$ cat src/rtl/wb_pkg.sv
// Shared definitions for the two-master Wishbone arbiter.
// Holds the grant state encoding and the outstanding-transfer counter sizing.
package wb_pkg;

   typedef enum logic [1:0] {
      IDLE = 2'd0,
      GNT0 = 2'd1,
      GNT1 = 2'd2
   } arb_state_t;

   localparam int OUT_W = 4;
   localparam logic [OUT_W-1:0] OUT_MAX = '1;

endpackage

$ cat src/rtl/wb_watchdog.sv
// Response watchdog for the Wishbone arbiter.
// Counts consecutive cycles in which the granted master is waiting on the
// slave, and fires a single-cycle pulse when the wait reaches TIMEOUT cycles.
// Only instantiated when WB_ARB_TIMEOUT_EN is defined.
module wb_watchdog #(
   parameter int TIMEOUT = 255
) (
   input  logic clk,
   input  logic rst_n,
   input  logic active,
   output logic fire
);

   localparam logic [7:0] LIMIT = 8'(TIMEOUT - 1);

   logic [7:0] count;

   assign fire = active && (count == LIMIT);

   // Wait-cycle counter: restarts whenever the wait is broken or has fired.
   always_ff @(posedge clk or negedge rst_n) begin
      if (!rst_n) begin
         count <= 8'd0;
      end else if (!active || fire) begin
         count <= 8'd0;
      end else begin
         count <= count + 8'd1;
      end
   end

endmodule

$ cat src/rtl/wb_arbiter2.sv
// Two-master, one-slave pipelined Wishbone arbiter with round-robin priority.
// The grant is registered; the request path to the slave and the response
// path back to the masters are purely combinational, so no latency is added.
// An outstanding counter tracks accepted-but-unanswered strobes; responses
// arriving with nothing outstanding (e.g. after an abort) are swallowed.
// Optional feature: define WB_ARB_TIMEOUT_EN to add a response watchdog.
module wb_arbiter2
   import wb_pkg::*;
#(
   parameter int AW      = 30,
   parameter int DW      = 32,
   parameter int TIMEOUT = 255
) (
   input  logic            i_clk,
   input  logic            i_resetn,
   input  logic [1:0]      i_m_cyc,
   input  logic [1:0]      i_m_stb,
   input  logic [1:0]      i_m_we,
   input  logic [2*AW-1:0] i_m_addr,
   input  logic [2*DW-1:0] i_m_data,
   input  logic [7:0]      i_m_sel,
   output logic [1:0]      o_m_ack,
   output logic [1:0]      o_m_stall,
   output logic [1:0]      o_m_err,
   output logic [DW-1:0]   o_m_data,
   output logic            o_s_cyc,
   output logic            o_s_stb,
   output logic            o_s_we,
   output logic [AW-1:0]   o_s_addr,
   output logic [DW-1:0]   o_s_data,
   output logic [3:0]      o_s_sel,
   input  logic            i_s_ack,
   input  logic            i_s_stall,
   input  logic            i_s_err,
   input  logic [DW-1:0]   i_s_data
);

   arb_state_t       state;
   logic             last_gnt;
   logic [OUT_W-1:0] outstanding;

   logic granted;
   logic gidx;
   logic gnt_cyc;
   logic sat;
   logic timeout_fire;
   logic s_cyc;
   logic s_stb;
   logic accept;
   logic resp_ok;
   logic resp_taken;

   assign granted    = (state != IDLE);
   assign gidx       = (state == GNT1);
   assign gnt_cyc    = granted && i_m_cyc[gidx];
   assign sat        = (outstanding == OUT_MAX);
   assign s_cyc      = gnt_cyc && !timeout_fire;
   assign s_stb      = s_cyc && i_m_stb[gidx] && !sat;
   assign accept     = s_stb && !i_s_stall;
   assign resp_ok    = s_cyc && ((outstanding != '0) || accept);
   assign resp_taken = resp_ok && (i_s_ack || i_s_err);

   assign o_m_data   = i_s_data;

`ifdef WB_ARB_TIMEOUT_EN
   logic wd_active;

   assign wd_active = gnt_cyc && (outstanding != '0) && !(i_s_ack || i_s_err);

   wb_watchdog #(
      .TIMEOUT (TIMEOUT)
   ) u_watchdog (
      .clk    (i_clk),
      .rst_n  (i_resetn),
      .active (wd_active),
      .fire   (timeout_fire)
   );
`else
   assign timeout_fire = 1'b0;
`endif

   // Request mux towards the slave and response steering back to the masters.
   always_comb begin
      o_s_cyc   = s_cyc;
      o_s_stb   = s_stb;
      o_s_we    = 1'b0;
      o_s_addr  = '0;
      o_s_data  = '0;
      o_s_sel   = 4'h0;
      o_m_stall = 2'b11;
      o_m_ack   = 2'b00;
      o_m_err   = 2'b00;
      if (granted) begin
         o_s_we          = gidx ? i_m_we[1] : i_m_we[0];
         o_s_addr        = gidx ? i_m_addr[2*AW-1:AW] : i_m_addr[AW-1:0];
         o_s_data        = gidx ? i_m_data[2*DW-1:DW] : i_m_data[DW-1:0];
         o_s_sel         = gidx ? i_m_sel[7:4] : i_m_sel[3:0];
         o_m_stall[gidx] = i_s_stall || sat;
         o_m_ack[gidx]   = resp_ok && i_s_ack;
         o_m_err[gidx]   = (resp_ok && i_s_err) || timeout_fire;
      end
   end

   // Grant FSM, round-robin flag and outstanding-transfer counter.
   always_ff @(posedge i_clk or negedge i_resetn) begin
      if (!i_resetn) begin
         state       <= IDLE;
         last_gnt    <= 1'b1;
         outstanding <= '0;
      end else begin
         case (state)
            IDLE: begin
               outstanding <= '0;
               if (i_m_cyc[0] && (!i_m_cyc[1] || last_gnt)) begin
                  state    <= GNT0;
                  last_gnt <= 1'b0;
               end else if (i_m_cyc[1]) begin
                  state    <= GNT1;
                  last_gnt <= 1'b1;
               end
            end
            GNT0, GNT1: begin
               if (!i_m_cyc[gidx]) begin
                  outstanding <= '0;
                  if (i_m_cyc[~gidx]) begin
                     state    <= gidx ? GNT0 : GNT1;
                     last_gnt <= ~gidx;
                  end else begin
                     state <= IDLE;
                  end
               end else if (timeout_fire) begin
                  outstanding <= '0;
               end else if (accept && !resp_taken) begin
                  outstanding <= outstanding + OUT_W'(1);
               end else if (resp_taken && !accept) begin
                  outstanding <= outstanding - OUT_W'(1);
               end
            end
            default: begin
               state <= IDLE;
            end
         endcase
      end
   end

endmodule

$ cat config.mk
export PLATFORM = sky130hd
export DESIGN_NAME = wb_arbiter2
export DESIGN_NICKNAME = d
export VERILOG_FILES = /design/src/rtl/wb_pkg.sv /design/src/rtl/wb_watchdog.sv /design/src/rtl/wb_arbiter2.sv
export SDC_FILE = /design/constraint.sdc
export NUM_CORES = 1
export LEC_CHECK = 0
export BUFFER_PORTS_ARGS = -buffer_cell sky130_fd_sc_hd__buf_2
export CORE_AREA = 4 4 106 108
export DETAILED_ROUTE_END_ITERATION = 16
export DIE_AREA = 0 0 110 112
export GPL_ROUTABILITY_DRIVEN = 0
export HOLD_SLACK_MARGIN = 0.1
export PLACE_DENSITY_LB_ADDON = 0.25
export SLEW_MARGIN = 20
export SYNTH_ARGS = -nofsm -noshare
export SYNTH_HDL_FRONTEND = slang
export SYNTH_SLANG_ARGS = --single-unit
$ cat constraint.sdc
create_clock -name i_clk -period 3 [get_ports i_clk]
set_input_delay 0.3 -clock i_clk [delete_from_list [all_inputs] [get_ports i_clk]]
set_output_delay 0.3 -clock i_clk [all_outputs]
set_load 0.02 [all_outputs]
==> out/metrics.csv <==
metric,value,unit
status,"complete, no violations",
final hold vios,0,
Post-Synthesis Cells,269,
Final Max Slew Viols,0,
Net Sw Frac,59.71,%
WP data arrival,2500,ps
maximum vdd ir drop,0.3355,mV
fin crit period,2798,ps
die area,12320,um^2
clock skew,2.009,ps
Worst-Margin Slew,707.2,ps
Core Area,10230,um^2
# DRC,0,
Vias,2530,
initial antenna violation count,0,
"commonest cells after routing, fill and taps aside","217 x buf_2, 74 x nor2_1, 69 x mux2i_1, 9 x inv_1",
"most common cell after layout, fill and taps aside",buf_2,
Placed Area,2925,um^2
Area Growth Syn to Fin,52.40,%
Layout Utilization,29.13,%
global route overflow,0,
post-synth top area cell,mux2i_1,
postcts setup bufs,0,
Detail Route Antenna Nets,0,
GR Util All Layers,13.08,%
clock buffer depth,2,
crit path buf inv count,3,
Levels on crit path,8,
Antenna Cells,0,
starting density of the core,19.11,%
Clk pwr share,5.4,%
cells on worst reg2reg path,11,
delay of the slowest critical-path stage,470,ps
DP HPWL,7580,um
relative max-transition margin,52.85,%
register area share after synthesis,9.021,%
switching power,0.001546,W
global-route wire length before repair,13050,um
Port Buffers,217,
vias in the first global route,2530,
DR WL/cell,14.91,um
layout cells sized above 1,52.25,%
nets,626,
Netlist cell types,47,
"slowest stage cell, crit path",buf_4,
PwrDens,868.6,nW/um^2
Synth Register Bits,7,
DR iter-0 viols,84,
syn_nets,450,
Avg Vias per Cell,4.362,
top_reg_cell synth,dfrtp_1,
CTS tree,yes,
P_int,0.001043,W
root buffer cell,clkbuf_8,
FP Rows,37,
post-route cell area,2980,um^2
MaxCap Viol Count,0,
post-synthesis async set-or-reset flop share,100.0,%
Max Freq,357.4,MHz
Mapped Area,1956,um^2
crit path capture type,output port,
DRT Pass-1 Iters,4,
Crit Path Category,flip-flop to output port,
Fillers,1133,
H-tree depth,1,
class of the worst hold path,input pin to flip-flop,
Tcrit/Tclk final,93.26,%
Avg Synthesized Cell Area,7.270,um^2
CTS Buf Count,3,
CP Cell Sequence,inv_1 -> ha_4 -> buf_4 -> mux2i_2 -> nor2_1 -> and2_1 -> and3_1 -> buf_2,
top post-synthesis cells by area,"mux2i_1 35%, nor2_1 14%, buf_4 13%",
CTS sink count,7,
Worst setup SP type,flip-flop,
Pleak,1.635,nW
die height,112,um
critical path's top delay family,buffers and inverters,
warnings from Yosys,0,
Worst-path clk slew,40,ps
Post-synth EDFFs,0,
Setup Viol. Count Final,0,
CP Max Fanout,37,
RSZ-0062 raised after global routing,false,
Die X-Extent,110,um
"Data required, critical path",2700,ps
largest net degree at the start of global routing,72,
clock latency on the worst-skew pair,230,ps
top cell type's share of synthesized area,35.32,%
sequential power share,6.1,%
Logic pwr share,88.5,%
Min-Delay Path Depth,3,
final setup TNS,0,ps
Ports,282,
final WL,8648,um
==> what timing repair did <==
action                    4_1_cts  5_1_grt
resized for setup               0        0
hold endpoints to repair        6        0
hold buffers                    1        0
==> per-stage QoR <==
stage / cells / setup slack [ps] / power [W] / hold WS [ps]
after floorplan: 269 / 521.1 / 0.001815 / 4.409
after global placement: 575 / 485.2 / 0.002466 / 162.4
after detailed placement: 575 / 408.5 / 0.002483 / 156.8
after CTS: 580 / 180.4 / 0.002631 / 386.2
after global routing: 580 / 19.76 / 0.002798 / 407.1
final: 580 / 202.2 / 0.002589 / 390.5
==> routing by layer <==
metal,up-vias,wire [um],global-route usage (%)
met5,-,0,0
met3,20,729,2.377
met1,1133,3325,15.96
li1,1245,-,-
met4,0,210,3.658
met2,132,4382,23.06
==> final timing paths <==
path                                  endpoint        from  slack (ps)
worst min-delay path                  state[0]  i_m_cyc[0]         390
worst min register to register        state[0]    state[0]         550
worst max register to register  outstanding[3]    state[0]         410
max in group asynchronous             last_gnt    i_resetn        2320
worst max-delay path                o_m_ack[1]    state[0]         200
min in group asynchronous       outstanding[3]    i_resetn         440
==> final cells by class <==
class | count | area [um^2] | area share [%]
flip-flops and latches | 7 | 176.4 | 5.919
multi-input cells | 203 | 1436 | 48.19
clock buffers | 4 | 45.04 | 1.511
repair buffers | 221 | 1119 | 37.53
inverters | 9 | 33.78 | 1.134
well taps | 136 | 170.2 | 5.709
==> cell usage after synthesis, types with 2 or more instances <==
cell,number
nand2_1,6
nor3_1,4
ha_1,5
nand2b_1,2
buf_4,34
a41oi_1,2
buf_1,3
a21oi_1,2
inv_1,9
a31oi_1,2
o21ai_0,4
buf_2,7
nand3_1,2
nor2_1,74
and3_1,2
clkbuf_1,6
dfrtp_1,6
nor3b_1,2
mux2i_1,69
==> worst min-delay path, delay by kind of cell <==
| family | cells | cell delay [ps] |
|---|---|---|
| AO/OA/AOI/OAI | 1 | 70 |
| buffers and inverters | 2 | 210 |
==> state kept, by name, summed over array words and instances (netlist names) <==
name and count:
state 2, last_gnt 1, outstanding 4
==> cells by family (layout without fill, tap and decap cells) <==
family	count (synthesis)	after routing	synth area share, %
buffers and inverters	59	234	18.30
adders and majority gates	6	6	4.223
muxes	70	70	36.02
AOI/OAI and AO/OA	26	26	9.726
DFF	7	7	9.021
xor gates and xnor gates	1	1	0.4479
and+or+nand+nor	100	100	22.27
==> power groups by stage <==
stage,Combinational [W],Clock [W],Sequential (W)
global route,0.00249,0.000148,0.000163
finish,0.00229,0.000139,0.000158
global placement,0.00231,0,0.000159
floorplan,0.00167,0,0.000149
CTS,0.00233,0.000142,0.000158
detailed placement,0.00232,0,0.000159
Power figures use the tool's default switching activity.
